$ cat config.mk
export PLATFORM = sky130hd
export DESIGN_NAME = rsa_sequencer
export DESIGN_NICKNAME = d
export VERILOG_FILES = /design/src/rtl/rsa_pkg.sv /design/src/rtl/rsa_iter_watchdog.sv /design/src/rtl/rsa_sequencer.sv
export SDC_FILE = /design/constraint.sdc
export NUM_CORES = 1
export LEC_CHECK = 0
export CAP_MARGIN = 15
export CORE_ASPECT_RATIO = 0.75
export CORE_MARGIN = 2
export CORE_UTILIZATION = 51
export DETAILED_ROUTE_END_ITERATION = 12
export DONT_BUFFER_PORTS = 1
export PLACE_DENSITY = 0.65
export SLEW_MARGIN = 20
export SYNTH_ARGS = -nofsm -noshare
export SYNTH_HDL_FRONTEND = slang
export SYNTH_SLANG_ARGS = --single-unit
$ cat constraint.sdc
create_clock -name clk -period 2.8 [get_ports clk]
set_clock_uncertainty 0.1 [all_clocks]
set_input_delay 0.7 -clock clk [delete_from_list [all_inputs] [get_ports clk]]
set_output_delay 0.7 -clock clk [all_outputs]
set_load 0.005 [all_outputs]
$ cat src/rtl/rsa_pkg.sv
// rsa_pkg: command codes, sequencer state encoding and settle timing shared by the RSA sequencer
package rsa_pkg;
   typedef enum logic [1:0] {
      CMD_ENCRYPT = 2'b00,
      CMD_LOAD_E  = 2'b01,
      CMD_LOAD_N  = 2'b10,
      CMD_RSVD    = 2'b11
   } cmd_e;
   typedef enum logic [3:0] {
      S_IDLE, S_LOAD, S_INIT, S_SETTLE, S_CHECK, S_MUL, S_MOD, S_DONE, S_RESP
   } state_e;
   localparam int SETTLE_MIN = 2;
   // The datapath flags lag their strobe by two cycles, so never wait less than that.
   function automatic int settle_cycles(input int s);
      return (s < SETTLE_MIN) ? SETTLE_MIN : s;
   endfunction
endpackage

$ cat src/rtl/rsa_iter_watchdog.sv
// rsa_iter_watchdog: counts MUL passes of one encrypt and flags when the pass limit is reached
module rsa_iter_watchdog #(
   parameter logic [15:0] MAX_ITER = 16'd65535
) (
   input  logic clk,
   input  logic reset,
   input  logic clr,
   input  logic inc,
   output logic at_limit
);
   logic [15:0] count;
   // pass counter: cleared as an encrypt starts, bumped once per MUL pass
   always_ff @(posedge clk) begin
      if (reset || clr) count <= '0;
      else if (inc) count <= count + 16'd1;
   end
   assign at_limit = (count == MAX_ITER);
endmodule

$ cat src/rtl/rsa_sequencer.sv
// rsa_sequencer: command FSM driving the m^e mod n datapath; RSA_SEQ_PERF_EN adds the perf_cycles latency port
module rsa_sequencer
   import rsa_pkg::*;
#(
   parameter logic [15:0] MAX_ITER = 16'd65535,
   parameter int          SETTLE   = 2
) (
   input  logic        clk,
   input  logic        reset,
   input  logic        req_valid,
   output logic        req_ready,
   input  logic [1:0]  req_cmd,
   input  logic [12:0] req_data,
   output logic        resp_valid,
   input  logic        resp_ready,
   output logic        resp_err,
   output logic [12:0] dp_data,
   output logic        initialize,
   output logic        en_multiply,
   output logic        en_modulo,
   output logic        done,
   output logic        update_e,
   output logic        update_n,
   input  logic        is_multiplication_done,
   input  logic        is_init_done
`ifdef RSA_SEQ_PERF_EN
   ,output logic [15:0] perf_cycles
`endif
);
   localparam int SETTLE_CYC = settle_cycles(SETTLE);
   localparam int SW = $clog2(SETTLE_CYC);
   state_e state;
   logic [SW-1:0] settle_cnt;
   logic e_zero, n_zero, at_limit;
   assign req_ready = (state == S_IDLE);
   rsa_iter_watchdog #(.MAX_ITER(MAX_ITER)) u_wd (
      .clk      (clk),
      .reset    (reset),
      .clr      (state == S_INIT),
      .inc      (state == S_MUL),
      .at_limit (at_limit)
   );
   // sequencer: strobes are registered with the transition so each is high exactly while in its state
   always_ff @(posedge clk) begin
      if (reset) begin
         state       <= S_IDLE;
         settle_cnt  <= '0;
         dp_data     <= '0;
         resp_valid  <= 1'b0;
         resp_err    <= 1'b0;
         e_zero      <= 1'b0;
         n_zero      <= 1'b0;
         initialize  <= 1'b0;
         en_multiply <= 1'b0;
         en_modulo   <= 1'b0;
         done        <= 1'b0;
         update_e    <= 1'b0;
         update_n    <= 1'b0;
      end else begin
         initialize  <= 1'b0;
         en_multiply <= 1'b0;
         en_modulo   <= 1'b0;
         done        <= 1'b0;
         update_e    <= 1'b0;
         update_n    <= 1'b0;
         case (state)
            S_IDLE: if (req_valid) begin
               dp_data <= req_data;
               if (req_cmd == CMD_LOAD_E || req_cmd == CMD_LOAD_N) begin
                  state    <= S_LOAD;
                  update_e <= (req_cmd == CMD_LOAD_E);
                  update_n <= (req_cmd == CMD_LOAD_N);
               end else if (req_cmd == CMD_ENCRYPT && !e_zero && !n_zero) begin
                  state      <= S_INIT;
                  initialize <= 1'b1;
               end else begin
                  state      <= S_RESP;
                  resp_valid <= 1'b1;
                  resp_err   <= 1'b1;
               end
            end
            S_LOAD: begin
               if (update_e) e_zero <= (dp_data == '0);
               else n_zero <= (dp_data == '0);
               state      <= S_RESP;
               resp_valid <= 1'b1;
               resp_err   <= 1'b0;
            end
            S_INIT: begin
               settle_cnt <= SW'(SETTLE_CYC - 1);
               state      <= S_SETTLE;
            end
            S_SETTLE: begin
               if (settle_cnt != '0) settle_cnt <= settle_cnt - 1'b1;
               else if (!is_init_done) begin
                  state      <= S_RESP;
                  resp_valid <= 1'b1;
                  resp_err   <= 1'b1;
               end else state <= S_CHECK;
            end
            S_CHECK: begin
               if (is_multiplication_done) begin
                  state <= S_DONE;
                  done  <= 1'b1;
               end else if (at_limit) begin
                  state      <= S_RESP;
                  resp_valid <= 1'b1;
                  resp_err   <= 1'b1;
               end else begin
                  state       <= S_MUL;
                  en_multiply <= 1'b1;
               end
            end
            S_MUL: begin
               state     <= S_MOD;
               en_modulo <= 1'b1;
            end
            S_MOD: state <= S_CHECK;
            S_DONE: begin
               state      <= S_RESP;
               resp_valid <= 1'b1;
               resp_err   <= 1'b0;
            end
            S_RESP: if (resp_ready) begin
               state      <= S_IDLE;
               resp_valid <= 1'b0;
               resp_err   <= 1'b0;
            end
            default: state <= S_IDLE;
         endcase
      end
   end
`ifdef RSA_SEQ_PERF_EN
   logic [15:0] perf_cnt;
   logic enc_op;
   // encrypt latency: edges from accept to response, saturating, captured once the response is posted
   always_ff @(posedge clk) begin
      if (reset) begin
         perf_cnt    <= '0;
         perf_cycles <= '0;
         enc_op      <= 1'b0;
      end else if (state == S_IDLE) begin
         perf_cnt <= '0;
         enc_op   <= req_valid && (req_cmd == CMD_ENCRYPT);
      end else if (state == S_RESP) begin
         if (enc_op) perf_cycles <= perf_cnt;
         enc_op <= 1'b0;
      end else perf_cnt <= (perf_cnt == 16'hFFFF) ? perf_cnt : perf_cnt + 16'd1;
   end
`endif
endmodule

# Word level (Yosys, flattened, before mapping)

Cells that the tools add are included.

Mux-type cells: 25
Shift-type cells: 0
Bitwise operators: 5
Order comparisons: 0
Reductions and logical operators: 21
Equality and inequality tests: 19
$mul: 0
Div/mod/pow operators: 0
Add/sub/neg operators: 2

Operators by type and width:

| cell                                                                   | count |
|---|---|
| 4-bit two-way mux                                                      | 8 |
| 4-bit one-hot mux with 8 select lines                                  | 1 |
| 16-bit by 1-bit adder with 16-bit output (second input constant)       | 1 |
| 16-bit equality test (second input constant)                           | 1 |
| 4-bit by 3-bit equality test with 1-bit output (second input constant) | 4 |
| 2-bit != test (second input constant)                                  | 8 |
| 13-bit logical NOT                                                     | 1 |
| 1-bit two-way mux                                                      | 13 |
| 1-bit one-hot mux with 5 select lines                                  | 2 |
| 9-bit AND reduction                                                    | 1 |
| 4-bit by 2-bit equality test with 1-bit output (second input constant) | 2 |
| 4-bit OR reduction                                                     | 2 |
| 2-bit AND reduction                                                    | 3 |
| 1-bit NOT                                                              | 5 |
| 5-bit nonzero test                                                     | 1 |
| 4-bit by 1-bit equality test with 1-bit output (second input constant) | 1 |
| 4-bit equality test (second input constant)                            | 1 |
| 4-bit logical NOT                                                      | 1 |
| 2-bit OR reduction                                                     | 2 |
| 3-bit AND reduction                                                    | 1 |
| 3-bit OR reduction                                                     | 1 |
| 2-bit by 1-bit equality test with 1-bit output (second input constant) | 1 |
| 2-bit equality test (second input constant)                            | 1 |
| 1-bit logical AND                                                      | 2 |
| other kinds (6)                                                        | 8 |

ROM bits: 0
Output and inout port bits: 22
Bits in writable memories: 0
Flip-flop bits (word level): 44
Memories: 0
Bits in latches: 0
Input bits: 21

# Depth between registers and ports, before layout

Depth after elaboration: 7
Depth in mapped cells: 7
Depth with buffers taken out: 7

# Hierarchy

A second synthesis with hierarchy kept.

Cells, all modules: 250
Area, all modules: 2100.8 µm²

By module, submodules not included:

| module            | area each (µm²) | instances | cells an instance | sequential area each (µm²) |
|---|---|---|---|---|
| rsa_sequencer     | 1317.5          | 1         | 164               | 560.5 |
| rsa_iter_watchdog | 783.3           | 1         | 86                | 320.3 |

# Least setup slack after synthesis

No wires, ideal clock.

Kind: in2reg
Start point: in req_cmd[0]
End point: reg resp_err
Data required time: 2.608 ns
Path slack: 0.728 ns
Stages: 6
Setup time: 0.092 ns
Arrival time: 1.880 ns
Buffers on the path: 0
Cells stage by stage: inv_1 -> ha_1 -> or3b_2 -> a222oi_1 -> a211oi_1 -> o32ai_1

Word-level cells in the longest chain between the ends: 5
Elaborated cells on any way between the ends: 9
Those cells by class: eq/ne: 4; reduce/logical: 5

RTL lines:

| element                                | RTL line            | source |
|---|---|---|
| start, declared                        | rsa_sequencer.sv:12 | `input logic [1:0] req_cmd,` |
| 2-bit logical NOT                      | rsa_sequencer.sv:73 | `end else if (req_cmd == CMD_ENCRYPT && !e_zero && !n_zero) begin` |
| 1-bit logical AND (2 in a row)         | rsa_sequencer.sv:73 |  |
| 2-bit != test (no source line)         | --                  |  |
| 9-bit AND reduction (no source line) * | --                  |  |
| end signal, assigned                   | rsa_sequencer.sv:79 | `resp_err <= 1'b1;` |
| end signal, assigned                   | rsa_sequencer.sv:87 | `resp_err <= 1'b0;` |
| end signal, assigned                   | rsa_sequencer.sv:98 | `resp_err <= 1'b1;` |
| end, declared                          | rsa_sequencer.sv:16 | `output logic resp_err,` |

Mark *: on every way between the ends. The rest lies on a longest branch, timed or not.
A chain may end at the register's enable or synchronous reset.

# Final worst setup path

Start point: reg state[2]
End point: reg u_wd.count[12]

Word-level cells in the longest chain between the ends: 2
Elaborated cells on any way between the ends: 3
Those cells by class: eq/ne: 2; reduce/logical: 1

RTL lines:

| element                                        | RTL line                | source |
|---|---|---|
| start, declared                                | rsa_sequencer.sv:32     | `state_e state;` |
| start signal, assigned                         | rsa_sequencer.sv:46     | `state <= S_IDLE;` |
| start signal, assigned                         | rsa_sequencer.sv:70     | `state <= S_LOAD;` |
| start signal, assigned                         | rsa_sequencer.sv:74     | `state <= S_INIT;` |
| 4-bit by 2-bit equality test with 1-bit output | rsa_sequencer.sv:39     | `.clr (state == S_INIT),` |
| 1-bit logical OR                               | rsa_iter_watchdog.sv:14 | `if (reset \|\| clr) count <= '0;` |
| end signal, assigned                           | rsa_iter_watchdog.sv:15 | `else if (inc) count <= count + 16'd1;` |
| end, declared                                  | rsa_iter_watchdog.sv:11 | `logic [15:0] count;` |

Parallel ways exist; a longest one is shown, timed or not.

==> results.md <==
- Outcome: finished clean
- Router iterations before antenna repair: 4
- Peak Freq: 445 MHz
- CTS sink count: 44
- Die area: 4450 um2
- Vias/cell: 5.79
- Routed vias: roughly 1,700
- H-tree Lvls: 2
- Critical Path Max Stage Delay: 0.63 ns
- Post-synth top area share: 44.0%
- TNS Setup: 0 ns
- Yosys warns: 0
- PostCTS Resize Cnt: 0
- R2r setup slk: 0.55 ns
- Final non-filler cell total: ~290
- Critical Path Sink Type: register
- Worst Path Required: 2.93 ns
- Clk slew on worst S/H paths: 0.08 ns
- Max VDD drop: 0.308 mV
- First-pass GRT wire length: 7.07 mm
- Fin crit share: 80.2%
- Worst path cell trace: nand4bb_1 -> or4_4 -> or3_1 -> a21oi_1
- Clock Latency Late Sink: 0.29 ns
- Pint: 0.867 mW
- CP arrival: 2.37 ns
- Final wirelength: 4.27 mm
- Post-DRT Antenna Nets: 0
- CP max stage cell: or4_4
- Routed wire per std cell: 14.7 um
- P_sw: 0.307 mW
- Top post-synthesis cells by count: dfxtp_1, nand2_1, nor2_1, a21oi_1, nand3_1
- Net total in the final layout: ~260
- Final setup vio count: 0
- Seq/Total Area, Yosys: 44.0%
- All-layer global routing usage: 20.1%
- Leakage power: 0.730 nW
- DRC: 0
- Cell Area, Synth: roughly 2000 um2
- Worst hold path type: in -> reg
- Worst slew pin tran: 0.585 ns
- Initial core utilization: 54.0%
- Layout cells sized above 1: 5.86%
- Syn Nets: about 270
- Critical path class: reg -> reg
- Synth-to-Final Area Change: 5.18%
- RSZ-0062 raised after global routing: no
- Final Hold Viols: 0
- Total congestion overflow: 0
- Ant diodes: 0
- Cell count after placement: 284
- Design area: 2110 um2
- Power Dens Cells: 557 nW/um2
- Top-count cell post-synth: dfxtp_1
- Core area: roughly 3700 um2
- Final slew viol count: 0
- CTS tree: yes
- Area leader, netlist: dfxtp_1
- Comb power frac: 10.0%
- Async S/R FF share, synth: 0%
- Register bit total from synthesis: 44
- Die Height: 58.3 um
- GPL Wtd Cong: 0.857
- DRT iter0 DRCs: 94
- Rows: 19
- Placed Area: 2030 um2
- Ys flop type: dfxtp_1
- Unique masters post-synth: 44
- Initial antenna violation count: 0
- Sequential share of power: 57.9%
- DIE WIDTH: approximately 76 um
- Max capacitance violation total: 0
- Clock share of power: 32.1%
- Syn Area/Cell: 8.24 um2
- Crit path max fanout: 15
- Final WS setup: between 0.5 and 0.6 ns
- Post-Route Utilization: 56.8%
- Mapped Cells: roughly 240
- Root Buffer: clkbuf_8
- Post-CTS setup buffer count: 0
- Top cells by area, synth: dfxtp_1, nand2_1, nor2_1, a21oi_1, xor2_1
- Port-buffer cells: 0
- Clock buffers created by TritonCTS: 5
- Startpoint Class: register
- HPWL Detailed: 3.12 mm
- CTS Hold Bufs: 0
- Post-synth EDFFs: 0
- Total power: 1.17 mW
- Fin Hold WS: roughly 0.37 ns
- Sw frac: 26.1%
- Worst slew margin: 60.7%
- Worst slack, placed: 0.541 ns
- CTS Buffer Depth: 2
- Final min period: 2.25 ns
- Number of global-route vias before repair: about 1,500
- Largest net degree at the start of global routing: 29
- IO Count: 43
-- worst max-delay path: cells and delay by family (launching register included) --
kind / cells / cell delay (ns)
DFF: 1 / 0.57
AOI/OAI and AO/OA: 1 / 0.15
and+or+nand+nor: 3 / 1.36
-- cells by family (layout without fill, tap and decap cells) --
| group | Yosys count | count (layout) | synth area share [%] |
|---|---|---|---|
| muxes | 3 | 3 | 1.50 |
| AOI/OAI and AO/OA | 36 | 36 | 10.7 |
| buffers and inverters | 18 | 14 | 3.62 |
| and+or+nand+nor | 125 | 125 | 32.0 |
| adders and majority gates | 4 | 4 | 2.50 |
| DFF | 44 | 44 | 44.0 |
| xor gates and xnor gates | 13 | 13 | 5.68 |
-- power by group through the flow --
stage	Combinational [mW]	Clock, mW	Sequential, mW
6_report	0.117	0.377	0.679
3_5_place_dp	0.117	0	0.694
2_1_floorplan	0.107	0	0.682
5_1_grt	0.134	0.413	0.684
3_3_place_gp	0.112	0	0.693
4_1_cts	0.117	0.390	0.679
-- final cells by class --
cell class | instances | area [um2]
sequential | 44 | 881
inverter | 6 | 22.5
timing repair buffer | 1 | 7.51
tap | 52 | 65.1
fill | 345 | 1600
multi-input combinational | 181 | 1050
clock buffer | 5 | 68.8
clock inverter | 2 | 12.5
-- flip-flops by register name (all words and copies together), names as in the netlist --
signal and count:
done 1, dp_data 13, e_zero 1, en_modulo 1, en_multiply 1, initialize 1, n_zero 1, resp_err 1
resp_valid 1, settle_cnt 1, state 4, u_wd.count 16, update_e 1, update_n 1
-- path summary, 6_finish.rpt --
kind | start | endpoint | cells past startpoint
worst max-delay path | state[2] | u_wd.count[12] | 4
worst min register to register | dp_data[3] | dp_data[3] | 2
worst min-delay path | reset | e_zero | 1
worst max register to register | state[2] | u_wd.count[12] | 4
-- metal layers --
layer / share of wire (%) / GRT usage, % / up-vias / wire (um)
met5: 0 / 0 / - / 0
li1: - / - / 837 / -
met4: 0.80 / 8.57 / 0 / 34
met1: 47 / 27.3 / 774 / 1990
met2: 44 / 30.1 / 70 / 1890
met3: 8.3 / 5.92 / 5 / 354
-- cell usage in the layout (no fill, tap or decap), types with 2 or more instances in the layout --
master    count
nand4b_1      2
dfxtp_1      44
o21ai_0       4
mux2i_1       3
or2_2         2
clkbuf_8      5
or3_1         3
inv_1         6
nor4b_1       2
xnor2_1       5
nor2b_1       3
nand3_1       9
and3_1        3
xor2_1        8
nor3_1        4
a211oi_1      2
nor4_1        7
nand2b_1      3
or4_1         4
nand4_1       6
nand2_1      38
nor2_1       29
a21oi_1      21
and2_1        2
ha_1          4
(Power assumes the default switching activity.)
